`config.mk`:
```
export PLATFORM = sky130hd
export DESIGN_NAME = mem_stage_flat
export DESIGN_NICKNAME = d
export VERILOG_FILES = /design/src/rtl/mem_stage_if.sv /design/src/rtl/mem_stage.sv /design/src/flat_wrapper.sv
export SDC_FILE = /design/constraint.sdc
export NUM_CORES = 1
export LEC_CHECK = 0
export BUFFER_PORTS_ARGS = -buffer_cell sky130_fd_sc_hd__buf_4
export CAP_MARGIN = 20
export CORE_MARGIN = 8
export CORE_UTILIZATION = 45
export DETAILED_ROUTE_END_ITERATION = 10
export GPL_ROUTABILITY_DRIVEN = 0
export MAX_ROUTING_LAYER = met4
export PLACE_DENSITY_LB_ADDON = 0.1
export SYNTH_ARGS = -nofsm -noshare
export SYNTH_HDL_FRONTEND = slang
export SYNTH_SLANG_ARGS = --single-unit
```
`constraint.sdc`:
```
create_clock -name clk -period 1.8 [get_ports clk]
set_clock_uncertainty 0.1 [all_clocks]
set_input_delay 0.18 -clock clk [delete_from_list [all_inputs] [get_ports clk]]
set_output_delay 0.18 -clock clk [all_outputs]
set_load 0.005 [all_outputs]
```
`src/rtl/mem_stage_if.sv`:
```
// Data-memory request/response bus between the MEM stage (master) and the data memory (slave).
interface mem_stage_if;
    logic        dmem_req;
    logic        dmem_we;
    logic [31:0] dmem_addr;
    logic [31:0] dmem_wdata;
    logic        dmem_ready;
    logic [31:0] dmem_rdata;

    modport master (
        output dmem_req, dmem_we, dmem_addr, dmem_wdata,
        input  dmem_ready, dmem_rdata
    );

    modport slave (
        input  dmem_req, dmem_we, dmem_addr, dmem_wdata,
        output dmem_ready, dmem_rdata
    );
endinterface

```
`src/rtl/mem_stage.sv`:
```
// Pipeline MEM stage: passes ALU ops straight through and sequences load/store
// accesses over the dmem bus with stall, misalign detection and timeout abort.
module mem_stage #(
    parameter int unsigned TIMEOUT_CYCLES = 16
) (
    input  logic               clk,
    input  logic               rst,
    input  logic               ex_valid,
    input  logic               ex_mem_read,
    input  logic               ex_mem_write,
    input  logic               ex_to_reg,
    input  logic               ex_reg_we,
    input  logic [31:0]        ex_alu,
    input  logic [31:0]        ex_store_data,
    input  logic [4:0]         ex_rd,
    mem_stage_if.master        dmem,
    output logic               mem_to_reg,
    output logic               mem_reg_we,
    output logic [31:0]        mem_outMem,
    output logic [31:0]        mem_outAlu,
    output logic [4:0]         mem_rd,
    output logic               mem_stall,
    output logic               mem_err
);

    localparam int unsigned CNT_W = ($clog2(TIMEOUT_CYCLES + 1) > 5) ? $clog2(TIMEOUT_CYCLES + 1) : 5;
    localparam logic [CNT_W-1:0] CNT_LAST = CNT_W'(TIMEOUT_CYCLES - 1);

    typedef enum logic [1:0] {
        S_IDLE = 2'd0,
        S_WAIT = 2'd1,
        S_DONE = 2'd2
    } state_e;

    state_e           state;
    logic [CNT_W-1:0] cnt;
    logic [31:0]      rdata_q;
    logic             abort_q;
    logic             we_q;
    logic [31:0]      addr_q;
    logic [31:0]      wdata_q;

    logic mem_op;
    logic misaligned;

    assign mem_op     = ex_mem_read | ex_mem_write;
    assign misaligned = (ex_alu[1:0] != 2'b00);

    // Access sequencing; request fields are latched so the bus stays stable in WAIT.
    always_ff @(posedge clk) begin
        if (!rst) begin
            state   <= S_IDLE;
            cnt     <= '0;
            rdata_q <= '0;
            abort_q <= 1'b0;
            we_q    <= 1'b0;
            addr_q  <= '0;
            wdata_q <= '0;
        end else begin
            case (state)
                S_IDLE: begin
                    if (ex_valid && mem_op && !misaligned) begin
                        state   <= S_WAIT;
                        cnt     <= '0;
                        abort_q <= 1'b0;
                        we_q    <= ex_mem_write;
                        addr_q  <= ex_alu;
                        wdata_q <= ex_store_data;
                    end
                end
                S_WAIT: begin
                    if (dmem.dmem_ready) begin
                        state   <= S_DONE;
                        cnt     <= '0;
                        rdata_q <= we_q ? 32'd0 : dmem.dmem_rdata;
                    end else if (cnt == CNT_LAST) begin
                        state   <= S_DONE;
                        cnt     <= '0;
                        abort_q <= 1'b1;
                        rdata_q <= '0;
                    end else begin
                        cnt <= cnt + CNT_W'(1);
                    end
                end
                S_DONE: begin
                    state   <= S_IDLE;
                    abort_q <= 1'b0;
                end
                default: state <= S_IDLE;
            endcase
        end
    end

    // Outputs follow the live EX/MEM slot so ALU ops and DONE results land the same cycle.
    always_comb begin
        dmem.dmem_req   = 1'b0;
        dmem.dmem_we    = 1'b0;
        dmem.dmem_addr  = '0;
        dmem.dmem_wdata = '0;
        mem_to_reg      = 1'b0;
        mem_reg_we      = 1'b0;
        mem_outMem      = '0;
        mem_outAlu      = '0;
        mem_rd          = '0;
        mem_stall       = 1'b0;
        mem_err         = 1'b0;
        if (rst) begin
            case (state)
                S_IDLE: begin
                    if (ex_valid) begin
                        if (!mem_op) begin
                            mem_outAlu = ex_alu;
                            mem_rd     = ex_rd;
                            mem_to_reg = ex_to_reg;
                            mem_reg_we = ex_reg_we;
                        end else if (misaligned) begin
                            mem_err = 1'b1;
                        end else begin
                            dmem.dmem_req   = 1'b1;
                            dmem.dmem_we    = ex_mem_write;
                            dmem.dmem_addr  = ex_alu;
                            dmem.dmem_wdata = ex_store_data;
                            mem_stall       = 1'b1;
                        end
                    end
                end
                S_WAIT: begin
                    dmem.dmem_req   = 1'b1;
                    dmem.dmem_we    = we_q;
                    dmem.dmem_addr  = addr_q;
                    dmem.dmem_wdata = wdata_q;
                    mem_stall       = 1'b1;
                end
                S_DONE: begin
                    mem_outMem = rdata_q;
                    mem_outAlu = ex_alu;
                    mem_rd     = ex_rd;
                    mem_to_reg = ex_to_reg;
                    mem_reg_we = ex_reg_we & ~abort_q & ~we_q;
                    mem_err    = abort_q;
                end
                default: ;
            endcase
        end
    end

endmodule

```
`src/flat_wrapper.sv`:
```
// flat-port wrapper written by rule: the top's interface ports become plain ports
module mem_stage_flat 
#(
    parameter int unsigned TIMEOUT_CYCLES = 16
)
  (clk, rst, ex_valid, ex_mem_read, ex_mem_write, ex_to_reg, ex_reg_we, ex_alu, ex_store_data, ex_rd, mem_to_reg, mem_reg_we, mem_outMem, mem_outAlu, mem_rd, mem_stall, mem_err, dmem_dmem_req, dmem_dmem_we, dmem_dmem_addr, dmem_dmem_wdata, dmem_dmem_ready, dmem_dmem_rdata);
  mem_stage_if dmem_i ();
  input  logic clk;
  input  logic rst;
  input  logic ex_valid;
  input  logic ex_mem_read;
  input  logic ex_mem_write;
  input  logic ex_to_reg;
  input  logic ex_reg_we;
  input  logic [31:0] ex_alu;
  input  logic [31:0] ex_store_data;
  input  logic [4:0] ex_rd;
  output logic mem_to_reg;
  output logic mem_reg_we;
  output logic [31:0] mem_outMem;
  output logic [31:0] mem_outAlu;
  output logic [4:0] mem_rd;
  output logic mem_stall;
  output logic mem_err;
  output wire logic [$bits(dmem_i.dmem_req)-1:0] dmem_dmem_req;
  output wire logic [$bits(dmem_i.dmem_we)-1:0] dmem_dmem_we;
  output wire logic [$bits(dmem_i.dmem_addr)-1:0] dmem_dmem_addr;
  output wire logic [$bits(dmem_i.dmem_wdata)-1:0] dmem_dmem_wdata;
  input wire logic [$bits(dmem_i.dmem_ready)-1:0] dmem_dmem_ready;
  input wire logic [$bits(dmem_i.dmem_rdata)-1:0] dmem_dmem_rdata;
  assign dmem_dmem_req = dmem_i.dmem_req;
  assign dmem_dmem_we = dmem_i.dmem_we;
  assign dmem_dmem_addr = dmem_i.dmem_addr;
  assign dmem_dmem_wdata = dmem_i.dmem_wdata;
  assign dmem_i.dmem_ready = dmem_dmem_ready;
  assign dmem_i.dmem_rdata = dmem_dmem_rdata;
  mem_stage #(.TIMEOUT_CYCLES(TIMEOUT_CYCLES)) u_core (.clk(clk), .rst(rst), .ex_valid(ex_valid), .ex_mem_read(ex_mem_read), .ex_mem_write(ex_mem_write), .ex_to_reg(ex_to_reg), .ex_reg_we(ex_reg_we), .ex_alu(ex_alu), .ex_store_data(ex_store_data), .ex_rd(ex_rd), .dmem(dmem_i), .mem_to_reg(mem_to_reg), .mem_reg_we(mem_reg_we), .mem_outMem(mem_outMem), .mem_outAlu(mem_outAlu), .mem_rd(mem_rd), .mem_stall(mem_stall), .mem_err(mem_err));
endmodule
```
==> results of run 1 <==
## worst min-delay path by stage
stage                                   start                  to  slack (ns)
after floorplan            dmem_dmem_rdata[0]   u_core.rdata_q[0]        0.21
after global placement     dmem_dmem_rdata[4]   u_core.rdata_q[4]        0.29
after detailed placement  dmem_dmem_rdata[14]  u_core.rdata_q[14]        0.30
after CTS                          ex_alu[26]   u_core.addr_q[26]        0.02
after global routing                ex_alu[2]    u_core.addr_q[2]        0.03
final                       ex_store_data[14]  u_core.wdata_q[14]        0.03
## routing by layer
layer | up-vias | part of all wire | GRT usage
met2 | 460 | 0.49 | 0.445
met3 | 106 | 0.075 | 0.0616
li1 | 3232 | - | -
met5 | - | 0 | -
met1 | 3539 | 0.39 | 0.317
met4 | 0 | 0.046 | 0.107
## placed cells by master (no fill, tap or decap), drive strengths merged
cell type    instances
a31oi                1
nand4               63
buf                337
clkbuf              20
a21boi               2
nand2b               4
dlygate4sd3         32
o221a                1
a21oi              130
nor3                 2
nor3b               40
o31ai               64
a32oi                1
or3b                 1
inv                  1
o22ai                1
dfxtp              105
a21o                 1
nand3                3
nand2              101
a32o                32
a211oi               1
clkinv               4
o221ai               1
nor4                 1
and3                 6
nand4b               3
nor2                34
ha                   1
or4                  1
o311ai               1
o211ai               1
o32ai                1
or2                  3
nor2b                2
## per-stage QoR
step | total power [W] | utilization | worst slack (ns) | std cells
4_1_cts | 0.00529 | 0.752 | -0.208 | 1124
2_1_floorplan | 0.00284 | - | 0.180 | 702
3_5_place_dp | 0.00327 | 0.644 | -0.0711 | 1056
6_report | 0.00566 | 0.870 | -0.323 | 1149
5_1_grt | 0.00584 | 0.870 | -0.416 | 1149
3_3_place_gp | 0.00326 | 0.644 | -0.00609 | 1056
## what timing repair did
action                                  in CTS  in global routing
endpoints found under the setup margin     106                174
gates resized for setup                    100                179
hold endpoints to repair                    32                  0
cloned                                       5                 11
setup buffers                               15                 14
hold buffers                                32                  0
pin swaps                                   27                132
## registers in the layout (all words and copies together), names as in the netlist
signal,flops
u_core.state,2
u_core.rdata_q,32
u_core.cnt,5
u_core.we_q,1
u_core.addr_q,32
u_core.wdata_q,32
u_core.abort_q,1
## power by group
| part | total (W) | internal (W) | leakage [nW] | switching, W |
|---|---|---|---|---|
| Clock | 0.00189 | 0.00101 | 0.139 | 0.000878 |
| Combinational | 0.00135 | 0.000618 | 2.79 | 0.000729 |
| Sequential | 0.00243 | 0.00237 | 0.851 | 0.0000537 |
## cell type report
class,instances,area (um2)
clock buffers,13,260
fillers,580,1560
flip-flops and latches,105,2110
repair buffers,376,3470
well taps,147,184
multi-input cells,503,4350
inverters,2,8.76
clock inverters,3,15.0
## kinds of logic (layout without fill, tap and decap cells)
logic type	after synthesis	count (layout)
buffers and inverters	95	394
adders and majority gates	1	1
DFF	105	105
and+or+nand+nor	264	264
AOI/OAI and AO/OA	237	238
## critical path, stage by stage (launching register included)
cell and delay [ns]:
dfxtp_4 0.37, nor3b_4 0.20, buf_6 0.19, buf_12 0.19, nand4_1 0.18, a21oi_1 0.21, buf_4 0.14
==> tab_implementation.tex, run 1 <==
\begin{tabular}{lr}
\hline
Metric & Value \\
\hline
\multicolumn{2}{l}{\textbf{Route}} \\
Detailed-route wire length & roughly 27000 um \\
Total iterations of the first detailed-routing run & 5 \\
Vias/cell & around 6.4 \\
Drt wl/cell & 23.1 um \\
First-iteration detailed-routing DRC count & between 800 and 900 \\
DRC violations left & 0 \\
Remaining antenna violation count & 0 \\
Via total after detailed routing & around 7300 \\
\multicolumn{2}{l}{\textbf{Synth}} \\
Syn nets & just over 800 \\
Synthesized-area fraction occupied by and/or/nand/nor cells & 0.253 \\
Compound-gate portion of the synthesized area & 0.282 \\
Number of warnings printed during yosys synthesis & 0 \\
Syn\_area\_per\_cell & roughly 7.8 um2 \\
Sequential area share after synthesis & 0.383 \\
Main combinational cell family by area after synthesis & compound AO/OA/AOI/OAI gates \\
Most frequent cells after synthesis & a21oi\_1, dfxtp\_1, nand2\_1 \\
Most frequent cell after synthesis & a21oi\_1 \\
Mux contribution to synthesized area & 0 \\
Yosys top cell area share & 0.383 \\
Synth Area in Adders & 0.00228 \\
Mapped Cells & 702 \\
Post-synth design cell area & approximately 5500 um2 \\
Post-synth cell types & 38 \\
Flop and latch count out of synthesis & between 100 and 150 \\
Leading post-synthesis cells by cell area & dfxtp\_1, a21oi\_1, o31ai\_1 \\
Dominant register cell in the synthesized netlist & dfxtp\_1 \\
Post-synth EDFFs & 0 \\
Async set-reset flop share out of synthesis & 0 \\
Xor/xnor cell area share of the yosys netlist & 0 \\
Cell taking the most area after synthesis & dfxtp\_1 \\
\multicolumn{2}{l}{\textbf{STA}} \\
Final-report setup violation count & $\sim$170 \\
Headroom to the max-slew limit & 0.487 \\
Final worst-path cycle share & 1.18 \\
Worst setup slack after layout & -0.323 ns \\
Post-route worst hold slack & around 0.033 ns \\
Timing-limited maximum frequency & about 0.47 GHz \\
Final min period & around 2.1 ns \\
Hold Fails Final Rpt & 0 \\
Least-Margin Pin Slew & between 0.7 and 0.8 ns \\
Setup repair after global routing missed its margin & yes \\
Final max-slew violation count & 0 \\
Total negative setup slack & -32.73 ns \\
\multicolumn{2}{l}{\textbf{Global route}} \\
First-pass GRT wire length & between 30000 and 40000 um \\
Total global routing track utilization & 0.271 \\
Via count of the first global-routing pass & 6804 \\
Global route overflow & 0 \\
Largest net degree at the start of global routing & just under 80 \\
Initial antenna violation count & 0 \\
\multicolumn{2}{l}{\textbf{Worst hold path}} \\
Count of cells along the worst hold path & 3 \\
Class of the tightest hold or removal check & in -> reg \\
\multicolumn{2}{l}{\textbf{Critical path}} \\
Reg2Reg Depth & 7 \\
Critical path start-end classification & reg -> out \\
Beginning of the critical path & u\_core.state[0] \\
Capturing element of the worst setup path & dmem\_dmem\_wdata[13] \\
Crit-path max FO & 25 \\
FF-to-FF End & u\_core.addr\_q[16] \\
Launching point of the worst reg2reg path & u\_core.state[0] \\
Crit path arrival time & 1.84 ns \\
Element type at the critical path start & flip-flop \\
Reg2Reg Setup Slack & -0.18 ns \\
Data required time at the worst endpoint & around 1.5 ns \\
Endpoint class of the critical path & primary output \\
\multicolumn{2}{l}{\textbf{Placement}} \\
Post-placement cell area & 7710 um2 \\
Count of port buffers added during placement & around 250 \\
Half-perimeter wire length after placement & between 10000 and 15000 um \\
\multicolumn{2}{l}{\textbf{Pwr}} \\
Pwr Density & roughly 540 nW/um2 \\
P\_leak & around 3.8 nW \\
Peak supply drop & around 0.56 mV \\
\multicolumn{2}{l}{\textbf{Die}} \\
Total core area & 12000 um2 \\
Total die area & 16000 um2 \\
Core Rows & 40 \\
Die span in x & approximately 130 um \\
Count of pins on the block boundary & 248 \\
Initial core utilization & 0.458 \\
Height of the die & 126 um \\
\multicolumn{2}{l}{\textbf{Final layout}} \\
Total inserted antenna cells & 0 \\
Fraction of layout cells with a size suffix above 1 & 0.540 \\
Layout overhead on the synthesized area & 89.8\% \\
Net count, final & 1107 \\
Final Instance Area & about 10000 um2 \\
\multicolumn{2}{l}{\textbf{CTS}} \\
Level count of the clock H-tree & 3 \\
Sinks on the clock net & about 110 \\
Deepest clock path buffer count & 2 \\
Cell at the root of the clock tree & clkbuf\_16 \\
CTS tree & built \\
Clk Latency, worst-skew pair & roughly 0.35 ns \\
Clock-pin slew on the worst setup and hold paths & $\sim$0.070 ns \\
TritonCTS Buffers & 9 \\
\multicolumn{2}{l}{\textbf{Outcome}} \\
Run status & finished, violations left \\
Violations in the final reports & negative setup slack \\
\multicolumn{2}{l}{\textbf{Job}} \\
Number of violations of the max-capacitance limit & 0 \\
\hline
\end{tabular}
Power figures use the tool's default switching activity.
==> inputs of run 2 (changes only) <==
Settings changed: ABC_AREA set to 1.
==> tab_implementation.tex, run 2 <==
\begin{tabular}{lr}
\hline
Metric & Value \\
\hline
\multicolumn{2}{l}{\textbf{Critical path}} \\
Family with the most delay on the worst path & buffers and inverters \\
Element type at the critical path start & flip-flop \\
Data required time at the worst endpoint & 1.52 ns (about the same) \\
Worst path bufs/invs & 5 (+2) \\
Cell type of the slowest stage on the worst timing path & dfxtp\_2 \\
Crit-path max FO & 8 (-68\%) \\
Most Frequent Cell on Critical Path & buf\_6 \\
Critical path start-end classification & reg -> out \\
Slowest stage delay, CP & 0.34 ns (-0.03 ns) \\
Cell Chain, Critical Path & buf\_6, nor2\_4, buf\_6, buf\_8, buf\_16, nand2\_1, a21oi\_1, buf\_4 \\
Crit path arrival time & 1.72 ns (-0.12 ns) \\
Endpoint class of the critical path & primary output \\
\multicolumn{2}{l}{\textbf{Final layout}} \\
Largest registers & u\_core.addr\_q: 32 flops, u\_core.rdata\_q: 32 flops, u\_core.wdata\_q: 32 flops \\
Final Instance Area & 9390 um2 (-9.8\%) \\
Fraction of layout cells with a size suffix above 1 & 0.483 (-0.0570) \\
Net count, final & 1190 (+7.5\%) \\
Commonest non-fill, non-tap cell in the layout & buf\_4 \\
Top library cells by usage in the layout, fill and taps aside & buf\_4, nand2\_1, dfxtp\_1, a21oi\_1, nor2\_1 \\
Total inserted antenna cells & 0 (unchanged) \\
Layout overhead on the synthesized area & 78.7\% \\
\multicolumn{2}{l}{\textbf{Synth}} \\
Most frequent cell after synthesis & nand2\_1 \\
Syn\_area\_per\_cell & 6.86 um2 (-12\%) \\
Post-synth design cell area & 5250 um2 (-4.2\%) \\
Most frequent cells after synthesis & nand2\_1, a21oi\_1, dfxtp\_1 \\
Syn nets & 876 (+7.9\%) \\
Leading post-synthesis cells by cell area & dfxtp\_1, a21oi\_1, nand2\_1 \\
Yosys top cell area share & 0.400 (+0.0169) \\
Sequential area share after synthesis & 0.400 (+0.0169) \\
Async set-reset flop share out of synthesis & 0 (unchanged) \\
Mapped Cells & 766 (+9.1\%) \\
Post-synth cell types & 23 (-39\%) \\
Dominant register cell in the synthesized netlist & dfxtp\_1 \\
Flop and latch count out of synthesis & 105 (unchanged) \\
Number of warnings printed during yosys synthesis & 0 (unchanged) \\
Cell taking the most area after synthesis & dfxtp\_1 \\
Post-synth EDFFs & 0 (unchanged) \\
\multicolumn{2}{l}{\textbf{Global route}} \\
Initial antenna violation count & 0 (unchanged) \\
Total global routing track utilization & 0.256 (-0.0158) \\
Largest net degree at the start of global routing & 47 (-41\%) \\
Global route overflow & 0 (unchanged) \\
First-pass GRT wire length & 30600 um (-12\%) \\
Via count of the first global-routing pass & 6126 (-10\%) \\
\multicolumn{2}{l}{\textbf{CTS}} \\
Sinks on the clock net & 105 (unchanged) \\
Clock-pin slew on the worst setup and hold paths & 0.07 ns (about the same) \\
Deepest clock path buffer count & 2 (unchanged) \\
TritonCTS Buffers & 9 (unchanged) \\
Clk Latency, worst-skew pair & 0.35 ns (about the same) \\
Cell at the root of the clock tree & clkbuf\_16 \\
CTS tree & built \\
Level count of the clock H-tree & 3 (unchanged) \\
\multicolumn{2}{l}{\textbf{STA}} \\
Timing-limited maximum frequency & 0.501 GHz (+6.3\%) \\
Hold Fails Final Rpt & 0 (unchanged) \\
Post-route worst hold slack & 0.0367 ns (+0.00362 ns) \\
Least-Margin Pin Slew & 0.498 ns (-0.272 ns) \\
Final max-slew violation count & 0 (unchanged) \\
Final-report setup violation count & 131 (-25\%) \\
Worst setup slack after layout & -0.197 ns (+0.127 ns) \\
Final min period & 2.00 ns (-0.127 ns) \\
Headroom to the max-slew limit & 0.668 (+0.181) \\
Final worst-path cycle share & 1.11 (-0.0704) \\
Setup repair after global routing missed its margin & yes \\
\multicolumn{2}{l}{\textbf{Pwr}} \\
Peak supply drop & 0.503 mV (-11\%) \\
Pwr Density & 583 nW/um2 (+7.2\%) \\
P\_leak & 4.20 nW (+11\%) \\
Total design power & 0.00548 W (-3.3\%) \\
\multicolumn{2}{l}{\textbf{Route}} \\
Remaining antenna violation count & 0 (unchanged) \\
Detailed-route wire length & 21500 um (-19\%) \\
Total iterations of the first detailed-routing run & 5 (unchanged) \\
First-iteration detailed-routing DRC count & 561 (-37\%) \\
DRC violations left & 0 (unchanged) \\
Vias/cell & 5.43 (-15\%) \\
Via total after detailed routing & 6668 (-9.1\%) \\
Drt wl/cell & 17.5 um (-24\%) \\
\multicolumn{2}{l}{\textbf{Job}} \\
Number of violations of the max-capacitance limit & 0 (unchanged) \\
\multicolumn{2}{l}{\textbf{Die}} \\
Initial core utilization & 0.460 (+0.00153) \\
Total core area & 11400 um2 (-4.5\%) \\
Total die area & 15400 um2 (-3.7\%) \\
Height of the die & 124 um (-1.9\%) \\
Die span in x & 124 um (-1.9\%) \\
Count of pins on the block boundary & 248 (unchanged) \\
Core Rows & 39 (-2.5\%) \\
\multicolumn{2}{l}{\textbf{Outcome}} \\
Run status & finished, violations left \\
Violations in the final reports & negative setup slack \\
\multicolumn{2}{l}{\textbf{Placement}} \\
Post-placement cell area & 7390 um2 (-4.1\%) \\
Half-perimeter wire length after placement & 12300 um (-13\%) \\
Count of port buffers added during placement & 247 (unchanged) \\
\multicolumn{2}{l}{\textbf{Worst hold path}} \\
Class of the tightest hold or removal check & in -> reg \\
\hline
\end{tabular}
[run 2: changes by cell type in the layout (fill, tap and decap cells not counted), sizes merged, moves of 4 or more]
cell,before,now
o31ai,64,0
nor2,34,83
a32o,32,0
nand3,3,41
nor3b,40,0
nand2b,4,0
o21ai,0,34
nor3,2,6
and3,6,0
nand2,101,180
a21oi,130,135
inv,1,47
[run 2: stage by stage]
step           worst slack (ns)  instances  utilization  setup TNS (ns)
2_1_floorplan             0.264        766            -               0
3_3_place_gp             0.0934       1121        0.647               0
3_5_place_dp             0.0832       1121        0.647               0
4_1_cts                  -0.156       1212        0.762          -12.29
5_1_grt                  -0.246       1228        0.822          -21.06
6_report                 -0.197       1228        0.822          -12.35
[run 2: final cells by class]
| class | count | area (um2) |
|---|---|---|
| repair buffers | 372 | 3420 |
| fillers | 742 | 2030 |
| clock buffers | 12 | 267 |
| multi-input cells | 545 | 3180 |
| clock inverters | 4 | 50.0 |
| well taps | 143 | 179 |
| flip-flops and latches | 105 | 2110 |
| inverters | 47 | 189 |
[run 2: per-layer routing]
| metal | vias up | routed length, um | track usage |
|---|---|---|---|
| met5 | - | 0 | - |
| met4 | 0 | 653 | 0.0848 |
| met3 | 56 | 1890 | 0.0730 |
| met2 | 281 | 10700 | 0.411 |
| met1 | 3115 | 8270 | 0.302 |
| li1 | 3216 | - | - |
[run 2: where the power goes]
group	leakage [nW]	total (W)	switching [W]	internal (W)
Sequential	0.851	0.00241	0.0000342	0.00237
Clock	0.151	0.00207	0.000879	0.00119
Combinational	3.19	0.000999	0.000490	0.000510
Total	4.20	0.00548	0.00140	0.00407
[run 2: path summary, 6_finish.rpt]
check / start / to / slack [ns] / cells past startpoint
worst max-delay path: u_core.state[1] / dmem_dmem_addr[31] / -0.20 / 8
worst min-delay path: ex_mem_write / u_core.we_q / 0.04 / 3
worst max register to register: u_core.state[1] / u_core.rdata_q[26] / -0.04 / 11
worst min register to register: u_core.cnt[4] / u_core.cnt[4] / 0.34 / 2
[run 2: repair_timing]
action                     CTS  global route
pin swaps                   39            63
setup buffers               34            11
cloned                       9             7
hold buffers                32             0
setup endpoints to repair  137           141
hold endpoints to repair    32             0
gates resized for setup     47           131
[run 2: cells by family (layout without fill, tap and decap cells)]
kind of cell,after synthesis,count (layout),synth area share
simple gates,375,375,0.319
compound gates,169,169,0.183
buf+inv,116,435,0.0955
flops,105,105,0.400
fa+ha+maj,1,1,0.00238
[run 2: tightest hold or removal path, delay by kind of cell]
| family | cells | cell delay, ns |
|---|---|---|
| buf+inv | 1 | 0.12 |
| simple gates | 1 | 0.08 |
| compound gates | 1 | 0.06 |
